## src/rtl/fetch_stage.sv

```systemverilog
// fetch_stage
//   Instruction-fetch stage of the 5-stage pipeline. Owns the PC register,
//   the icache request and the IF/ID latch. Consumes stall/redirect/halt
//   decisions from the hazard/decode logic and a whole-pipeline freeze from
//   the MEM stage. The icache address is kept stable across a miss: a
//   redirect arriving mid-miss is parked in pend_pc and applied on the edge
//   where the in-flight fetch finally hits.
//
// Ports
//   CLK          in   1  clock, rising edge
//   nRST         in   1  asynchronous active-low reset
//   ihit         in   1  icache returned imemload for imemaddr this cycle
//   imemload     in  32  instruction word, valid when ihit=1
//   hazard       in   1  decode must stall (hold IF/ID and PC)
//   redirect     in   1  branch taken or jump in decode
//   redirect_pc  in  32  redirect target
//   halt         in   1  decode-stage instruction is HALT
//   mem_busy     in   1  MEM stage waiting on dcache, freezes everything
//   imemREN      out  1  icache read enable (low once halted)
//   imemaddr     out 32  icache address (= PC register)
//   ifid_instr   out 32  latched instruction
//   ifid_npc     out 32  latched PC+4 of that instruction
//   ifid_valid   out  1  latch holds a real instruction (0 = bubble)

module fetch_stage #(
  parameter logic [31:0] PC_INIT = 32'h00000000
) (
  input  logic        CLK,
  input  logic        nRST,
  input  logic        ihit,
  input  logic [31:0] imemload,
  input  logic        hazard,
  input  logic        redirect,
  input  logic [31:0] redirect_pc,
  input  logic        halt,
  input  logic        mem_busy,
  output logic        imemREN,
  output logic [31:0] imemaddr,
  output logic [31:0] ifid_instr,
  output logic [31:0] ifid_npc,
  output logic        ifid_valid
);

  logic [31:0] pc_q,     pc_d;
  logic        pend_q,   pend_d;
  logic [31:0] pendPc_q, pendPc_d;
  logic        halted_q, halted_d;
  logic [31:0] instr_q,  instr_d;
  logic [31:0] npc_q,    npc_d;
  logic        valid_q,  valid_d;

  logic [31:0] pcPlus4;

  assign pcPlus4    = pc_q + 32'd4;
  assign imemaddr   = pc_q;
  assign imemREN    = !halted_q;
  assign ifid_instr = instr_q;
  assign ifid_npc   = npc_q;
  assign ifid_valid = valid_q;

  // Next-state selection. The branches are a strict priority chain: the
  // first condition that matches decides the whole update for this cycle.
  always_comb begin
    pc_d     = pc_q;
    pend_d   = pend_q;
    pendPc_d = pendPc_q;
    halted_d = halted_q;
    instr_d  = instr_q;
    npc_d    = npc_q;
    valid_d  = valid_q;

    if (mem_busy) begin
      // Whole pipeline frozen; decode re-presents its decisions next cycle.
    end else if (halted_q) begin
      instr_d = 32'h0;
      npc_d   = 32'h0;
      valid_d = 1'b0;
    end else if (halt && !hazard) begin
      halted_d = 1'b1;
      pend_d   = 1'b0;
      instr_d  = 32'h0;
      npc_d    = 32'h0;
      valid_d  = 1'b0;
    end else if (pend_q) begin
      // Waiting for the in-flight wrong-path fetch to finish; its word is
      // thrown away and only then does the address move to the target.
      instr_d = 32'h0;
      npc_d   = 32'h0;
      valid_d = 1'b0;
      if (ihit) begin
        pc_d   = pendPc_q;
        pend_d = 1'b0;
      end
    end else if (redirect && !hazard) begin
      instr_d = 32'h0;
      npc_d   = 32'h0;
      valid_d = 1'b0;
      if (ihit) begin
        pc_d = redirect_pc;
      end else begin
        pend_d   = 1'b1;
        pendPc_d = redirect_pc;
      end
    end else if (hazard) begin
      // Hold PC and latch; any word returned now is simply fetched again.
    end else if (ihit) begin
      instr_d = imemload;
      npc_d   = pcPlus4;
      valid_d = 1'b1;
      pc_d    = pcPlus4;
    end else begin
      instr_d = 32'h0;
      npc_d   = 32'h0;
      valid_d = 1'b0;
    end
  end

  always_ff @(posedge CLK or negedge nRST) begin
    if (!nRST) begin
      pc_q     <= PC_INIT;
      pend_q   <= 1'b0;
      pendPc_q <= 32'h0;
      halted_q <= 1'b0;
      instr_q  <= 32'h0;
      npc_q    <= 32'h0;
      valid_q  <= 1'b0;
    end else begin
      pc_q     <= pc_d;
      pend_q   <= pend_d;
      pendPc_q <= pendPc_d;
      halted_q <= halted_d;
      instr_q  <= instr_d;
      npc_q    <= npc_d;
      valid_q  <= valid_d;
    end
  end

endmodule

```

## config.mk

```make
export PLATFORM = sky130hd
export DESIGN_NAME = fetch_stage
export DESIGN_NICKNAME = d
export VERILOG_FILES = /design/src/rtl/fetch_stage.sv
export SDC_FILE = /design/constraint.sdc
export NUM_CORES = 1
export LEC_CHECK = 0
export CORE_MARGIN = 5
export CORE_UTILIZATION = 28
export CTS_BUF_LIST = sky130_fd_sc_hd__clkbuf_8
export DETAILED_ROUTE_END_ITERATION = 7
export DONT_BUFFER_PORTS = 1
export GPL_ROUTABILITY_DRIVEN = 0
export PLACE_DENSITY = 0.46
export SYNTH_ARGS = -nofsm -noshare
export SYNTH_HDL_FRONTEND = slang
export SYNTH_SLANG_ARGS = --single-unit
```

## constraint.sdc

```tcl
create_clock -name CLK -period 2.7 [get_ports CLK]
set_clock_uncertainty 0.15 [all_clocks]
set_input_delay 0.405 -clock CLK [delete_from_list [all_inputs] [get_ports CLK]]
set_output_delay 0.405 -clock CLK [all_outputs]
set_load 0.01 [all_outputs]
```

==> results of run 1 <==
## worst min-delay path by stage
stage,startpoint,to,slack (ns),cells after the start
final,nRST,ifid_npc[16]$_DFFE_PN0P_,-0.48,0
after detailed placement,nRST,ifid_npc[16]$_DFFE_PN0P_,-0.03,0
after global routing,nRST,pendPc_q[10]$_DFFE_PN0P_,-0.54,0
after CTS,nRST,ifid_instr[9]$_DFFE_PN0P_,-0.53,0
after floorplan,nRST,halted_q$_DFFE_PN0N_,-0.04,0
after global placement,nRST,ifid_npc[12]$_DFFE_PN0P_,-0.03,0
## layer usage
metal	vias to the layer above	GRT usage
met5	-	0
met1	2516	0.218
met2	187	0.238
li1	2252	-
met3	32	0.0534
met4	0	0.0579
## metrics by stage
stage               total power [W]  worst slack (ns)
global route                0.00422             0.259
floorplan                   0.00210             0.428
global placement            0.00214             0.417
CTS                         0.00412             0.338
detailed placement          0.00214             0.366
finish                      0.00405             0.365
## sequential cells by signal (all words and copies together), names as in the netlist
signal,flops
halted_q,1
ifid_instr,32
ifid_npc,32
ifid_valid,1
imemaddr,32
pendPc_q,32
pend_q,1
## synthesized netlist by cell type (all sizes together) (2+ instances only)
library cell / instances
and3: 16
buf: 15
a221oi: 5
nor4: 3
a22o: 40
nor2: 23
a21oi: 16
nand2b: 3
and2: 4
xnor2: 18
or3b: 2
nand4: 10
mux2: 32
a311oi: 4
a2bb2oi: 10
o22ai: 10
o21a: 4
nor3: 13
clkbuf: 26
and4: 2
o22a: 5
nor4b: 2
a31oi: 8
nand2: 63
nand3: 11
o21ai: 57
o31a: 3
o211ai: 2
or3: 8
dfrtp: 131
o31ai: 2
xor2: 10
o221ai: 2
inv: 5
## area by class of cell
| cell class | count | area [sq um] |
|---|---|---|
| Clock inverter | 12 | 180 |
| Inverter | 5 | 18.8 |
| Clock buffer | 19 | 262 |
| Sequential cell | 131 | 3280 |
| Fill cell | 2231 | 14700 |
| Timing Repair Buffer | 93 | 888 |
| Multi-Input combinational cell | 399 | 2810 |
| Tap cell | 285 | 357 |
## kinds of logic after synthesis
family,count (synthesis),synth area share
xor gates and xnor gates,28,0.0386
DFF,131,0.516
and+or+nand+nor,165,0.140
adders and majority gates,1,0.00197
muxes,32,0.0745
AOI/OAI and AO/OA,173,0.186
buffers and inverters,46,0.0426
## power breakdown
group | total, W | switching (W) | internal, W
Combinational | 0.000175 | 0.0000731 | 0.000102
Sequential | 0.00201 | 0.0000319 | 0.00198
Clock | 0.00187 | 0.000812 | 0.00105
Total | 0.00405 | 0.000917 | 0.00313
==> results.md, run 1 <==
- Number of global-route vias before repair: 5,123
- DIE AREA: 0.0258 sq mm
- Tcrit/Tclk final: 0.865
- Share of flip-flops with an asynchronous set or reset: 1.00
- Crit-path cells: nand4_2 -> or4_4 -> nor3_4 -> a31oi_1 -> o22a_1
- Ys Warns: 0
- Drt drc: 0
- Cell family contributing the most delay on the critical path: simple AND/OR/NAND/NOR gates
- Peak Freq: 428 MHz
- FP Rows: 55
- Commonest non-fill, non-tap cell in the layout: dfrtp_1
- CTS Hold Buffers Added: 66
- Total Wirelength: 21.0 mm
- Post-synth top area share: 0.516
- CP Launch Type: flop
- CP endpoint kind: flop
- Die X: 161 um
- Failing checks: negative hold slack
- Flop-to-flop setup slack: 0.36 ns
- Final Hold Vio Count: 131
- Clock transition at path regs: 0.08 ns
- Critical Path Sink: imemaddr[26]$_DFFE_PN0P_
- CP startpoint: imemaddr[4]$_DFFE_PN0P_
- Actual slew at the worst max-slew pin: 0.569 ns
- Max stage delay on crit path: 0.65 ns
- Synth Cell Area: 0.00635 sq mm
- Core Region: 0.0225 sq mm
- Synth top area cells: dfrtp_1 52%, mux2_4 7.1%, a22o_1 5.5%
- HPWL after DPL: 14.2 mm
- Power Dens Cells: 520 mW/mm^2
- Setup TNS: 0 ns
- Peak VDD IR: 0.272 mV
- Diode count: 0
- CTS Buffer Depth: 2
- DP Area: 0.00669 sq mm
- Crit path depth: 5
- Initial antenna violation count: 0
- Slew headroom: 0.620
- Placed Cells: 847
- Top layer in use: met4
- DR WL met3: 1.59 mm
- Worst skew pair latency: 0.44 ns
- I/O Buffers: 0
- Setup Fix Bufs, Post-CTS: 0
- Number of DRC markers in iteration 0: 342
- Num CTS Buffers: 17
- H-Tree Depth: 4
- Grt ovf: 0
- Outcome: finished with violations
- Post-CTS sizing: 0
- First-pass DRT Iterations: 5
- Mapped Cells: 576
- Mapped Nets: 648
- WS Path Type: reg -> reg
- Layout Nets: 719
- Max Cap Violations: 0
- R2R Path End: imemaddr[26]$_DFFE_PN0P_
- Routed Antenna Nets: 0
- Fraction of final layout cells sized beyond drive strength 1: 0.158
- Final Cell Area: 0.00779 sq mm
- Largest net degree at the start of global routing: 132
- Commonest cells after routing, fill and taps aside: 131 x dfrtp_1, 66 x dlygate4sd3_1, 63 x nand2_1
- Max-slew violation count: 0
- RSZ-0062 raised after global routing: no
- R2R depth: 5
- Utilization after layout: 0.346
- CP bufs+invs: 0
- Die Ht: 161 um
- Syn-to-layout area delta: 22.8%
- EDFF count, synth: 0
- Final min period: 2.34 ns
- Mapped Avg Cell Area: 11.0 sq um
- Num ports: 169
- Global Route Usage Sum: 0.160
- Required @ worst endpoint: 2.88 ns
- Crit path max fanout: 7
- Met1 wire length: 9.49 mm
- Clock Sinks: 131
- Arrival time worst endpoint: 2.52 ns
- Post-Layout Cell Count: 944
- Reg2reg start: imemaddr[4]$_DFFE_PN0P_
- Slowest stage cell on the critical path: or4_4
- TritonCTS clock tree: done
- Vias/cell: 5.28
- Met2 wire len: 9.36 mm
- Top_reg_cell synth: dfrtp_1
- Leak Pwr: 3.50 nW
- Final setup fails: 0
- Root Buffer: clkbuf_8
- Synth unique cells: 58
- Initial Util: 0.282
- Hold Worst Slack: -0.485 ns
- Worst min path class: in -> async
- Via count: 4,987
- Yosys top cell by area: dfrtp_1
- #FFs+latches synth: 131
- First-pass GRT wire length: 32.0 mm
- Routed wire length per instance: 22.2 um
- Sequential area share after synthesis: 0.516
Power figures use the tool's default switching activity.
==> run 2: changes to the inputs <==
==> constraint.sdc (replaced) <==
create_clock -name CLK -period 2.7 [get_ports CLK]
set_clock_uncertainty 0.15 [all_clocks]
set_input_delay 0.54 -clock CLK [delete_from_list [all_inputs] [get_ports CLK]]
set_output_delay 0.54 -clock CLK [all_outputs]
set_load 0.01 [all_outputs]
==> results.md, run 2 (synthesized netlist as in run 1, its figures left out) <==
- Commonest cells after routing, fill and taps aside: 131 x dfrtp_1, 63 x nand2_1, 54 x o21ai_0 (was 131 x dfrtp_1, 66 x dlygate4sd3_1, 63 x nand2_1)
- Routed wire length per instance: 23.3 um (was 22.2 um)
- Syn-to-layout area delta: 11.6% (was 22.8%)
- First-pass GRT wire length: 30.6 mm (was 32.0 mm)
- HPWL after DPL: 14.3 mm (was 14.2 mm)
- Max stage delay on crit path: 0.64 ns (was 0.65 ns)
- Tcrit/Tclk final: 0.856 (was 0.865)
- FP Rows: 55 (unchanged)
- Drt drc: 0 (unchanged)
- Outcome: finished with violations (unchanged)
- Final Hold Vio Count: 131 (unchanged)
- CTS Buffer Depth: 2 (unchanged)
- Leak Pwr: 3.19 nW (was 3.50 nW)
- Clock transition at path regs: 0.09 ns (was 0.08 ns)
- Slowest stage cell on the critical path: or4_4 (unchanged)
- Via count: 4,644 (was 4,987)
- Max-slew violation count: 0 (unchanged)
- Crit path max fanout: 6 (was 7)
- RSZ-0062 raised after global routing: no (unchanged)
- Layout Nets: 651 (was 719)
- Routed Antenna Nets: 0 (unchanged)
- Final min period: 2.31 ns (was 2.34 ns)
- Core Region: 0.0225 sq mm (unchanged)
- Worst skew pair latency: 0.45 ns (was 0.44 ns)
- DIE AREA: 0.0258 sq mm (unchanged)
- Setup TNS: 0 ns (unchanged)
- Total Wirelength: 20.4 mm (was 21.0 mm)
- CP bufs+invs: 0 (unchanged)
- Worst min path class: in -> async (unchanged)
- TritonCTS clock tree: done (unchanged)
- Initial antenna violation count: 0 (unchanged)
- First-pass DRT Iterations: 4 (was 5)
- I/O Buffers: 0 (unchanged)
- Number of DRC markers in iteration 0: 355 (was 342)
- H-Tree Depth: 4 (unchanged)
- Commonest non-fill, non-tap cell in the layout: dfrtp_1 (unchanged)
- Required @ worst endpoint: 2.88 ns (about the same)
- Power Dens Cells: 532 mW/mm^2 (was 520 mW/mm^2)
- Vias/cell: 5.30 (was 5.28)
- Die Ht: 161 um (unchanged)
- Num CTS Buffers: 17 (unchanged)
- Peak VDD IR: 0.391 mV (was 0.272 mV)
- Clock Sinks: 131 (unchanged)
- Number of global-route vias before repair: 4,675 (was 5,123)
- Utilization after layout: 0.315 (was 0.346)
- WS Path Type: reg -> reg (unchanged)
- Root Buffer: clkbuf_8 (unchanged)
- Fraction of final layout cells sized beyond drive strength 1: 0.171 (was 0.158)
- Failing checks: negative hold slack (unchanged)
- Initial Util: 0.282 (unchanged)
- Diode count: 0 (unchanged)
- Grt ovf: 0 (unchanged)
- Flop-to-flop setup slack: 0.39 ns (was 0.36 ns)
- Crit-path cells: nand4_2 -> or4_4 -> nor3_4 -> a31oi_1 -> o22a_1 (unchanged)
- Peak Freq: 433 MHz (was 428 MHz)
- Slew headroom: 0.580 (was 0.620)
- Die X: 161 um (unchanged)
- CP endpoint kind: flop (unchanged)
- Arrival time worst endpoint: 2.49 ns (was 2.52 ns)
- Global Route Usage Sum: 0.155 (was 0.160)
- CP Launch Type: flop (unchanged)
- Largest net degree at the start of global routing: 132 (unchanged)
- Hold Worst Slack: -0.368 ns (was -0.485 ns)
- Actual slew at the worst max-slew pin: 0.625 ns (was 0.569 ns)
- Final setup fails: 0 (unchanged)
- Max Cap Violations: 0 (unchanged)
- Num ports: 169 (unchanged)
- Cell family contributing the most delay on the critical path: simple AND/OR/NAND/NOR gates (unchanged)
==> run 2: changes by cell type in the layout (fill, tap and decap cells not counted) <==
cell           change
inv_1              +1
clkinvlp_4         +4
clkbuf_8           -1
buf_12             +2
clkinv_4           -3
inv_6              +1
buf_4              -4
dlygate4sd3_1     -66
bufinv_16          -2
==> run 2: layer usage <==
| layer | wire length (um) | vias to the layer above | GRT usage |
|---|---|---|---|
| met4 | 249 | 0 | 0.0434 |
| met5 | 0 | - | 0 |
| met2 | 9580 | 177 | 0.244 |
| met1 | 8630 | 2327 | 0.198 |
| li1 | - | 2123 | - |
| met3 | 1920 | 17 | 0.0618 |
==> run 2: cell type report <==
class	instances	area, sq um
inverters	5	18.8
well taps	285	357
flip-flops and latches	131	3280
repair buffers	25	238
clock buffers	18	248
clock inverters	13	136
multi-input cells	399	2810
fillers	2274	15400
==> run 2: path summary, 6_finish.rpt <==
check                                        start                        end  depth (start not counted)
min                                           nRST   ifid_npc[19]$_DFFE_PN0P_                          0
min reg2reg                pendPc_q[7]$_DFFE_PN0P_    imemaddr[7]$_DFFE_PN0P_                          2
min in group CLK                              ihit         pend_q$_DFFE_PN0P_                          1
max reg2reg                imemaddr[5]$_DFFE_PN0P_   imemaddr[26]$_DFFE_PN0P_                          5
max                        imemaddr[5]$_DFFE_PN0P_   imemaddr[26]$_DFFE_PN0P_                          5
max in group asynchronous                     nRST  ifid_instr[8]$_DFFE_PN0P_                          0
==> run 2: worst register-to-register path: cells and delay by family (launching register included) <==
kind	cells	cell delay, ns
and+or+nand+nor	3	1.18
DFF	1	0.54
AOI/OAI and AO/OA	2	0.32
==> run 2: power by group <==
group | internal [W] | switching (W) | total [W]
clock | 0.000837 | 0.000829 | 0.00167
sequential | 0.00198 | 0.0000318 | 0.00201
combinational | 0.0000398 | 0.0000554 | 0.0000952
==> run 2: repair_timing <==
| item | in CTS | in global routing |
|---|---|---|
| endpoints found under the hold margin | 131 | 131 |
| setup buffers | 0 | 0 |
| resized for setup | 0 | 0 |
==> run 2: through the flow <==
| step | cell area, sq um | hold WS (ns) | instances | setup WS, ns | power (W) |
|---|---|---|---|---|---|
| after floorplan | 6350 | 0.0944 | 576 | 0.428 | 0.00210 |
| after global placement | 6700 | 0.0994 | 845 | 0.427 | 0.00214 |
| after detailed placement | 6700 | 0.0995 | 845 | 0.404 | 0.00214 |
| after CTS | 7090 | -0.400 | 876 | 0.368 | 0.00382 |
| after global routing | 7090 | -0.411 | 876 | 0.256 | 0.00393 |
| final | 7090 | -0.368 | 876 | 0.389 | 0.00377 |
